## src/rtl/spi_pkg.sv

```systemverilog
`default_nettype none
// ============================================================================
//  Module      : spi_pkg
//  Description : Shared types and constants for the SPI register bank.
//  Revision    : 1.0 - initial release
// ============================================================================
package spi_pkg;

    typedef enum logic [1:0] {
        IDLE  = 2'd0,
        WRITE = 2'd1,
        READ  = 2'd2
    } state_t;

    localparam int CMD_WR_BIT = 7;
    localparam int ADDR_W     = 7;
    localparam int BYTE_W     = 8;

endpackage
`default_nettype wire

```

## src/rtl/poci_shifter.sv

```systemverilog
`default_nettype none
// ============================================================================
//  Module      : poci_shifter
//  Description : 8-bit load/shift register serialising read data MSB first.
//                Clear beats load, load beats shift.
//  Revision    : 1.0 - initial release
// ============================================================================
module poci_shifter
    import spi_pkg::*;
(
    input  logic              sclk,
    input  logic              rstn,
    input  logic              i_clr,
    input  logic              i_load,
    input  logic [BYTE_W-1:0] i_load_data,
    output logic              o_poci
);

    logic [BYTE_W-1:0] r_shift;

    // Load a fresh byte, or shift left filling with zeros once drained
    always_ff @(posedge sclk or negedge rstn) begin
        if (!rstn) begin
            r_shift <= '0;
        end else if (i_clr) begin
            r_shift <= '0;
        end else if (i_load) begin
            r_shift <= i_load_data;
        end else begin
            r_shift <= {r_shift[BYTE_W-2:0], 1'b0};
        end
    end

    // Output comes straight from the flop, never from the incoming byte
    assign o_poci = r_shift[BYTE_W-1];

endmodule
`default_nettype wire

```

## src/rtl/spi_reg_bank.sv

```systemverilog
`default_nettype none
// ============================================================================
//  Module      : spi_reg_bank
//  Description : Command decoder and configuration register array fed by the
//                SPI deserializer. Burst writes auto-increment; burst reads
//                are serialised onto poci.
//  Revision    : 1.0 - initial release
// ============================================================================
module spi_reg_bank
    import spi_pkg::*;
#(
    parameter int          NUM_REGS  = 16,
    parameter logic [7:0]  RESET_VAL = 8'h00
) (
    input  logic                     sclk,
    input  logic                     rstn,
    input  logic [BYTE_W-1:0]        msg_byte,
    input  logic                     msg_valid,
    input  logic                     frame_clr,
    output logic                     poci,
    output logic [NUM_REGS*8-1:0]    regs_flat,
    output logic                     wr_strobe,
    output logic [ADDR_W-1:0]        wr_addr,
    output logic [BYTE_W-1:0]        wr_data,
    output logic                     err_oor
);

    // One extra bit so NUM_REGS=128 is representable
    localparam logic [ADDR_W:0] c_num_regs = (ADDR_W+1)'(NUM_REGS);

    state_t              r_state;
    logic [ADDR_W-1:0]   r_ptr;
    logic [BYTE_W-1:0]   r_regs [NUM_REGS];
    logic                r_wr_strobe;
    logic [ADDR_W-1:0]   r_wr_addr;
    logic [BYTE_W-1:0]   r_wr_data;
    logic                r_err_oor;

    logic [ADDR_W-1:0]   w_rd_addr;
    logic [BYTE_W-1:0]   w_rd_data;
    logic                w_rd_in_range;
    logic                w_ptr_in_range;
    logic                w_reg_we;
    logic                w_sh_load;

    // The read command addresses the array directly; later read bytes use ptr
    assign w_rd_addr      = (r_state == IDLE) ? msg_byte[ADDR_W-1:0] : r_ptr;
    assign w_rd_in_range  = ({1'b0, w_rd_addr} < c_num_regs);
    assign w_ptr_in_range = ({1'b0, r_ptr} < c_num_regs);

    // Read mux; out-of-range addresses read back as zero
    always_comb begin
        w_rd_data = '0;
        for (int i = 0; i < NUM_REGS; i++) begin
            if (w_rd_addr == ADDR_W'(i)) begin
                w_rd_data = r_regs[i];
            end
        end
    end

    assign w_reg_we  = msg_valid && !frame_clr && (r_state == WRITE) && w_ptr_in_range;
    assign w_sh_load = msg_valid && (((r_state == IDLE) && !msg_byte[CMD_WR_BIT]) ||
                                     (r_state == READ));

    // Register array: only rstn clears it, frame boundaries leave it alone
    always_ff @(posedge sclk or negedge rstn) begin
        if (!rstn) begin
            for (int i = 0; i < NUM_REGS; i++) begin
                r_regs[i] <= RESET_VAL;
            end
        end else if (w_reg_we) begin
            for (int i = 0; i < NUM_REGS; i++) begin
                if (r_ptr == ADDR_W'(i)) begin
                    r_regs[i] <= msg_byte;
                end
            end
        end
    end

    // Frame FSM, address pointer, write reporting and sticky range error
    always_ff @(posedge sclk or negedge rstn) begin
        if (!rstn) begin
            r_state     <= IDLE;
            r_ptr       <= '0;
            r_wr_strobe <= 1'b0;
            r_wr_addr   <= '0;
            r_wr_data   <= '0;
            r_err_oor   <= 1'b0;
        end else begin
            r_wr_strobe <= 1'b0;
            if (frame_clr) begin
                // Any byte arriving with the frame end is discarded
                r_state   <= IDLE;
                r_err_oor <= 1'b0;
            end else if (msg_valid) begin
                case (r_state)
                    IDLE: begin
                        if (msg_byte[CMD_WR_BIT]) begin
                            r_state <= WRITE;
                            r_ptr   <= msg_byte[ADDR_W-1:0];
                        end else begin
                            r_state <= READ;
                            r_ptr   <= msg_byte[ADDR_W-1:0] + 1'b1;
                            if (!w_rd_in_range) begin
                                r_err_oor <= 1'b1;
                            end
                        end
                    end
                    WRITE: begin
                        if (w_ptr_in_range) begin
                            r_wr_strobe <= 1'b1;
                            r_wr_addr   <= r_ptr;
                            r_wr_data   <= msg_byte;
                        end else begin
                            r_err_oor   <= 1'b1;
                        end
                        r_ptr <= r_ptr + 1'b1;
                    end
                    READ: begin
                        if (!w_rd_in_range) begin
                            r_err_oor <= 1'b1;
                        end
                        r_ptr <= r_ptr + 1'b1;
                    end
                    default: begin
                        r_state <= IDLE;
                    end
                endcase
            end
        end
    end

    poci_shifter u_poci_shifter (
        .sclk        (sclk),
        .rstn        (rstn),
        .i_clr       (frame_clr),
        .i_load      (w_sh_load),
        .i_load_data (w_rd_data),
        .o_poci      (poci)
    );

    // Flatten the array for the analog/digital consumers
    generate
        for (genvar g = 0; g < NUM_REGS; g++) begin : g_flat
            assign regs_flat[8*g +: 8] = r_regs[g];
        end
    endgenerate

    assign wr_strobe = r_wr_strobe;
    assign wr_addr   = r_wr_addr;
    assign wr_data   = r_wr_data;
    assign err_oor   = r_err_oor;

endmodule
`default_nettype wire

```

## config.mk

```make
export PLATFORM = sky130hd
export DESIGN_NAME = spi_reg_bank
export DESIGN_NICKNAME = d
export VERILOG_FILES = /design/src/rtl/spi_pkg.sv /design/src/rtl/poci_shifter.sv /design/src/rtl/spi_reg_bank.sv
export SDC_FILE = /design/constraint.sdc
export NUM_CORES = 1
export LEC_CHECK = 0
export CAP_MARGIN = 30
export CELL_PAD_IN_SITES_DETAIL_PLACEMENT = 1
export CELL_PAD_IN_SITES_GLOBAL_PLACEMENT = 2
export CORE_UTILIZATION = 34
export DETAILED_ROUTE_END_ITERATION = 12
export GPL_ROUTABILITY_DRIVEN = 0
export HOLD_SLACK_MARGIN = 0.08
export PLACE_DENSITY = 0.8
export SLEW_MARGIN = 5
export SYNTH_ARGS = -nofsm -noshare
export SYNTH_HDL_FRONTEND = slang
export SYNTH_SLANG_ARGS = --single-unit
```

## constraint.sdc

```tcl
create_clock -name sclk -period 3.4 [get_ports sclk]
set_clock_uncertainty 0.15 [all_clocks]
set_input_delay 0.34 -clock sclk [delete_from_list [all_inputs] [get_ports sclk]]
set_output_delay 0.34 -clock sclk [all_outputs]
set_load 0.01 [all_outputs]
```

## Yosys cells after proc, flatten, opt, wreduce, memory -nomap -nowiden

Cells that the tools add are included.

| word-level totals | value |
|---|---|
| bits of input ports | 12 |
| bits in read-only memories | 0 |
| bits in latches | 0 |
| RAM bits | 0 |
| memories | 0 |
| register bits | 162 |
| output and inout bits | 146 |
| word-level logic and storage cells | 133 |

| cells by class | value |
|---|---|
| magnitude comparators | 2 |
| equal/unequal tests | 35 |
| multipliers | 0 |
| $add $sub $neg | 2 |
| reduce and logical (&&, ||, !) cells | 35 |
| divide/modulo/power cells | 0 |
| bitwise operators | 1 |
| muxes and demuxes | 35 |
| shift operators | 0 |

Operators by type and width:

| kind | number |
|---|---|
| $mux W8 | 18 |
| $eq A7 B4 Y1 const B | 16 |
| $eq A7 B3 Y1 const B | 8 |
| $reduce_and A2 Y1 | 17 |
| $eq A7 B2 Y1 const B | 4 |
| $add A7 B1 Y7 const B | 2 |
| $eq A7 B1 Y1 const B | 2 |
| $logic_not A7 Y1 | 2 |
| $lt A7 B5 Y1 const B | 2 |
| $mux W7 | 2 |
| $pmux W7 S2 | 1 |
| $mux W1 | 9 |
| $reduce_and A4 Y1 | 2 |
| $mux W2 | 3 |
| $ne A3 B3 Y1 const B | 2 |
| $logic_and A1 B1 Y1 | 5 |
| $pmux W2 S2 | 1 |
| $reduce_bool A2 Y1 | 2 |
| $reduce_bool A4 Y1 | 1 |
| $pmux W1 S3 | 1 |
| $reduce_and A3 Y1 | 1 |
| $eq A2 B1 Y1 const B | 1 |
| $eq A2 B2 Y1 const B | 1 |
| $logic_not A1 Y1 | 2 |
| 5 further kinds | 5 |

## Logic depth before layout (Yosys ltp)

| logic depth | value |
|---|---|
| depth in word-level cells | 21 |
| gate-level depth with buffers | 11 |
| gate-level depth less buffers | 8 |

## By module

From an unflattened synthesis, not the netlist that was laid out.

| second synthesis, totals | value |
|---|---|
| cells, all modules | 705 |
| area total of the unflattened synthesis | 8,142.8 µm² |

By module, submodules not included:

| module | seq. area each (µm²) | area an instance (µm²) | times used | cells an instance |
|---|---|---|---|---|
| spi_reg_bank | 3,853.7 | 7,820.0 | 1 | 680 |
| poci_shifter | 200.2 | 322.8 | 1 | 25 |

## Least setup slack after synthesis

No wires, ideal clock.

| timing path | value |
|---|---|
| path type | flip-flop to flip-flop |
| start | register r_state[0] |
| end | register u_poci_shifter.r_shift[3] |
| data arrival time | 2.447 ns |
| period minus slack after synthesis | 2.720 ns |
| slack | 0.680 ns |
| required time | 3.126 ns |
| cell stages (with the launch flop) | 11 |
| library setup time | 0.124 ns |
| buffers on the path | 2 |
| cell sequence | dfrtp_1 -> inv_1 -> ha_1 -> or3b_2 -> buf_2 -> a21boi_2 -> buf_2 -> nand2_2 -> or3_1 -> and4_1 -> a211o_1 |

| on the way | value |
|---|---|
| longest elaborated chain between the ends | 21 |
| elaborated cells on any way between the ends | 40 |
| those cells by class | eq/ne (16); mux (19); reduce/logical (5) |

RTL lines:

| what | RTL line | text |
|---|---|---|
| start: declaration | spi_reg_bank.sv:31 | `state_t r_state;` |
| start signal: assignment | spi_reg_bank.sv:83 | `r_state <= IDLE;` |
| start signal: assignment | spi_reg_bank.sv:93 | `r_state <= IDLE;` |
| start signal: assignment | spi_reg_bank.sv:99 | `r_state <= WRITE;` |
| $logic_not A2 Y1 | spi_reg_bank.sv:47, spi_reg_bank.sv:62 |  |
| $mux W7 | spi_reg_bank.sv:47 | `assign w_rd_addr = (r_state == IDLE) ? msg_byte[ADDR_W-1:0] : r_ptr;` |
| $logic_not A7 Y1 | spi_reg_bank.sv:55 | `if (w_rd_addr == ADDR_W'(i)) begin` |
| $mux W8 (16 in a row) | spi_reg_bank.sv:55 |  |
| $mux W8 * | poci_shifter.sv:27 | `end else if (i_load) begin` |
| $mux W8 * | poci_shifter.sv:25 | `end else if (i_clr) begin` |
| end signal: assignment | poci_shifter.sv:28 | `r_shift <= i_load_data;` |
| end signal: assignment | poci_shifter.sv:30 | `r_shift <= {r_shift[BYTE_W-2:0], 1'b0};` |
| end: declaration | poci_shifter.sv:19 | `logic [BYTE_W-1:0] r_shift;` |

Every way passes the cells marked *; elsewhere a longest branch is shown, timed or not.
A chain may end at the register's enable or synchronous reset.

## Worst setup path in the final report

| timing path | value |
|---|---|
| start | register r_state[0] |
| end | register u_poci_shifter.r_shift[5] |

Same word-level chain as after synthesis.

==> reports/results.ini <==
[yosys]
synth.net_count = 730
synth_area_leaders = dfrtp_1 50%, mux2_2 18%, nand2_1 2.4%
synth_edf_count = 0
synth_seq_cells = 162
synth-main-ff-cell = dfrtp_1
ys_warn_count = 0
seq_area_frac_synth = 0.503
syn_avg_cell_area_um2 = 11.4
syn_inst = 708
synth_cell_types = 69
yosysTopAreaCell = dfrtp_1
synth-async-reset-ratio = 1.00
synth_top_cell_area_share = 0.503
netlist_area_um2 = 8060
synth_common_cells = 162 x dfrtp_1, 126 x mux2_2, 52 x nand2_1
yosysMostFrequentCell = dfrtp_1

[clock_network]
clock_sinks = 162
clkTransAtPathRegs_ps = 70
numCtsBuffers = 17
cts.path.max_buffers = 2
cts_tree = yes
clk_root_buffer_cell = clkbuf_16
h-tree-depth = 4
cts_setup_buffers = 0
clock_latency_ps = 440

[timing]
finalCritPeriodShare = 0.992
slew_headroom = 0.346
whs_ps = 312
max_freq_mhz = 297
post-route-min-period_ps = 3370
slew_violations = 0
hold_violations = 0
finalSetupViolCount = 0
worstMarginPinSlew_ps = 978
setup-tns-final_ps = 0
rsz0062_at_grt = false

[global_routing]
antenna_found_initial = 0
grt_start_max_net_pins = 79
grt.total_usage = 0.263
grt_pass1_vias = 7376
grt_overflow = 0
grt_pass1_wl_um = 47100

[floorplan]
core_area_um2 = 22900
die_h_um = 156
pin_count = 158
start_util = 0.352
die_w_um = 156
dieArea_um2 = 24300
rows = 55

[layout]
nFillCells = 2440
antenna_cells = 0
synthToLayoutAreaGrowth_pct = 33.6
multiInputGateArea_um2 = 3810
register_area_um2 = 4050
final_nets = 899
drive_gt1_frac = 0.237

[critical_path]
cpMostUsedCell = a211oi_1
path_cells = inv_1, ha_2, or3b_2, a22oi_2, and2_0, a211oi_1, a211oi_1, o31a_1
path_delay_family = compound AO/OA/AOI/OAI gates
max_stage_delay_ps = 620
end_kind = flip-flop
crit_buf_inv = 1
critPathKind = reg -> reg
required_ps = 3620
worst-path-stages = 8
r2r_cells = 8
r2r_slack_ps = 30
start_kind = flip-flop
crit_arrival_ps = 3590
cpMaxStageDelayCell = a211oi_1
cp_max_fo = 18

[routing]
num_vias = 6906
via_per_inst = 5.74
drt_iter0_markers = 447
drtAntennaViolNets = 0
drc = 0
routed_wl_um = 30700
wl_per_cell_um = 25.5
firstDrtPassIters = 7

[placed_design]
dpl.hpwl_um = 22400
portBuffers = 157

[power]
vdd_drop_max_v = 0.000280
p_per_area_nw_per_um2 = 473
p_leak_uw = 0.00481

[outcome]
status = completed

[flow_run]
cap_violations = 0

[hold_path]
hold_path.class = in -> async

worst paths after layout:
check | start | to
min in group sclk | wr_addr[4]$_DFFE_PN0P_ | wr_addr[4]$_DFFE_PN0P_
min | rstn | regs_flat[59]$_DFFE_PN0P_
max | r_state[0]$_DFFE_PN0P_ | u_poci_shifter.r_shift[5]$_DFF_PN0_
max in group asynchronous | rstn | r_state[1]$_DFFE_PN0P_
max reg2reg | r_state[0]$_DFFE_PN0P_ | u_poci_shifter.r_shift[5]$_DFF_PN0_
min reg2reg | wr_addr[4]$_DFFE_PN0P_ | wr_addr[4]$_DFFE_PN0P_
routing by layer:
| metal | GRT usage | vias up | routed length, um |
|---|---|---|---|
| met5 | 0 | - | 0 |
| li1 | - | 2990 | - |
| met1 | 0.361 | 3597 | 13800 |
| met3 | 0.0497 | 38 | 1800 |
| met4 | 0.0705 | 0 | 487 |
| met2 | 0.423 | 281 | 14600 |
worst reg2reg max path, delay by kind of cell (launching register included):
family | cells | cell delay (ps)
buffers and inverters | 1 | 120
AND/OR/NAND/NOR | 2 | 880
flip-flops | 1 | 430
adder cells (fa/ha/maj) | 1 | 310
AO/OA/AOI/OAI | 4 | 1430
kinds of logic (layout without fill, tap and decap cells):
family | after synthesis | after routing | synth area share
fa+ha+maj | 10 | 10 | 0.0155
mux | 129 | 129 | 0.180
buf+inv | 51 | 233 | 0.0256
xor+xnor | 6 | 6 | 0.00652
compound gates | 159 | 159 | 0.143
flops | 162 | 162 | 0.503
simple gates | 191 | 191 | 0.127
through the flow:
stage	cell area (um^2)	power (uW)	instances	util	setup WS, ps
5_1_grt	10800	5270	1203	0.470	25.7
3_5_place_dp	10100	3030	1170	0.442	87.6
6_report	10800	5100	1203	0.470	27.3
3_3_place_gp	10100	3000	1170	0.442	155
2_1_floorplan	8060	2580	708	-	680
4_1_cts	10800	5120	1203	0.470	27.6
state kept, by name (all words and copies together), names as in the netlist:
signal and cells:
regs_flat 128, wr_addr 7, r_state 2, err_oor 1
u_poci_shifter.r_shift 8, r_ptr 7, wr_strobe 1, wr_data 8
timing repair:
action / CTS / global route
hold buffers: 1 / 0
endpoints found under the hold margin: 59 / 0
resized for setup: 0 / 2
endpoints found under the setup margin: 0 / 6
final cells by class:
type | count | area share
clock buffer | 19 | 0.0411
clock inverter | 13 | 0.0176
inverter | 9 | 0.00313
multi-input combinational | 495 | 0.354
sequential | 162 | 0.376
tap | 313 | 0.0363
timing repair buffer | 192 | 0.172
cell usage in the layout, fill, tap and decap left out, drive strengths merged, types with 4 or more instances in the layout:
cell | synthesis | layout
dfrtp | 162 | 162
clkdlybuf4s50 | 0 | 156
mux2 | 126 | 126
nand2 | 57 | 57
buf | 9 | 35
o21ai | 29 | 29
nor2 | 28 | 28
nand3 | 23 | 23
a21oi | 22 | 22
a22oi | 21 | 21
clkbuf | 33 | 19
inv | 9 | 15
and2 | 12 | 12
nor3 | 11 | 11
and3 | 10 | 10
ha | 10 | 10
nand2b | 9 | 9
o22ai | 9 | 9
a211oi | 9 | 9
or3 | 7 | 7
nand3b | 6 | 6
o221ai | 6 | 6
o2111ai | 6 | 6
or3b | 6 | 6
o211ai | 5 | 5
a2bb2oi | 5 | 5
a211o | 5 | 5
a21boi | 5 | 5
a22o | 4 | 4
a222oi | 4 | 4
nor2b | 4 | 4
a32oi | 4 | 4
nor3b | 4 | 4
where the power goes:
part / internal, uW / switching (uW) / total (uW) / leakage (uW)
sequential: 2040 / 133 / 2170 / 0.00223
combinational: 367 / 471 / 838 / 0.00228
clock: 1210 / 884 / 2090 / 0.000303
Note: power is estimated with default switching activity, not from simulation.
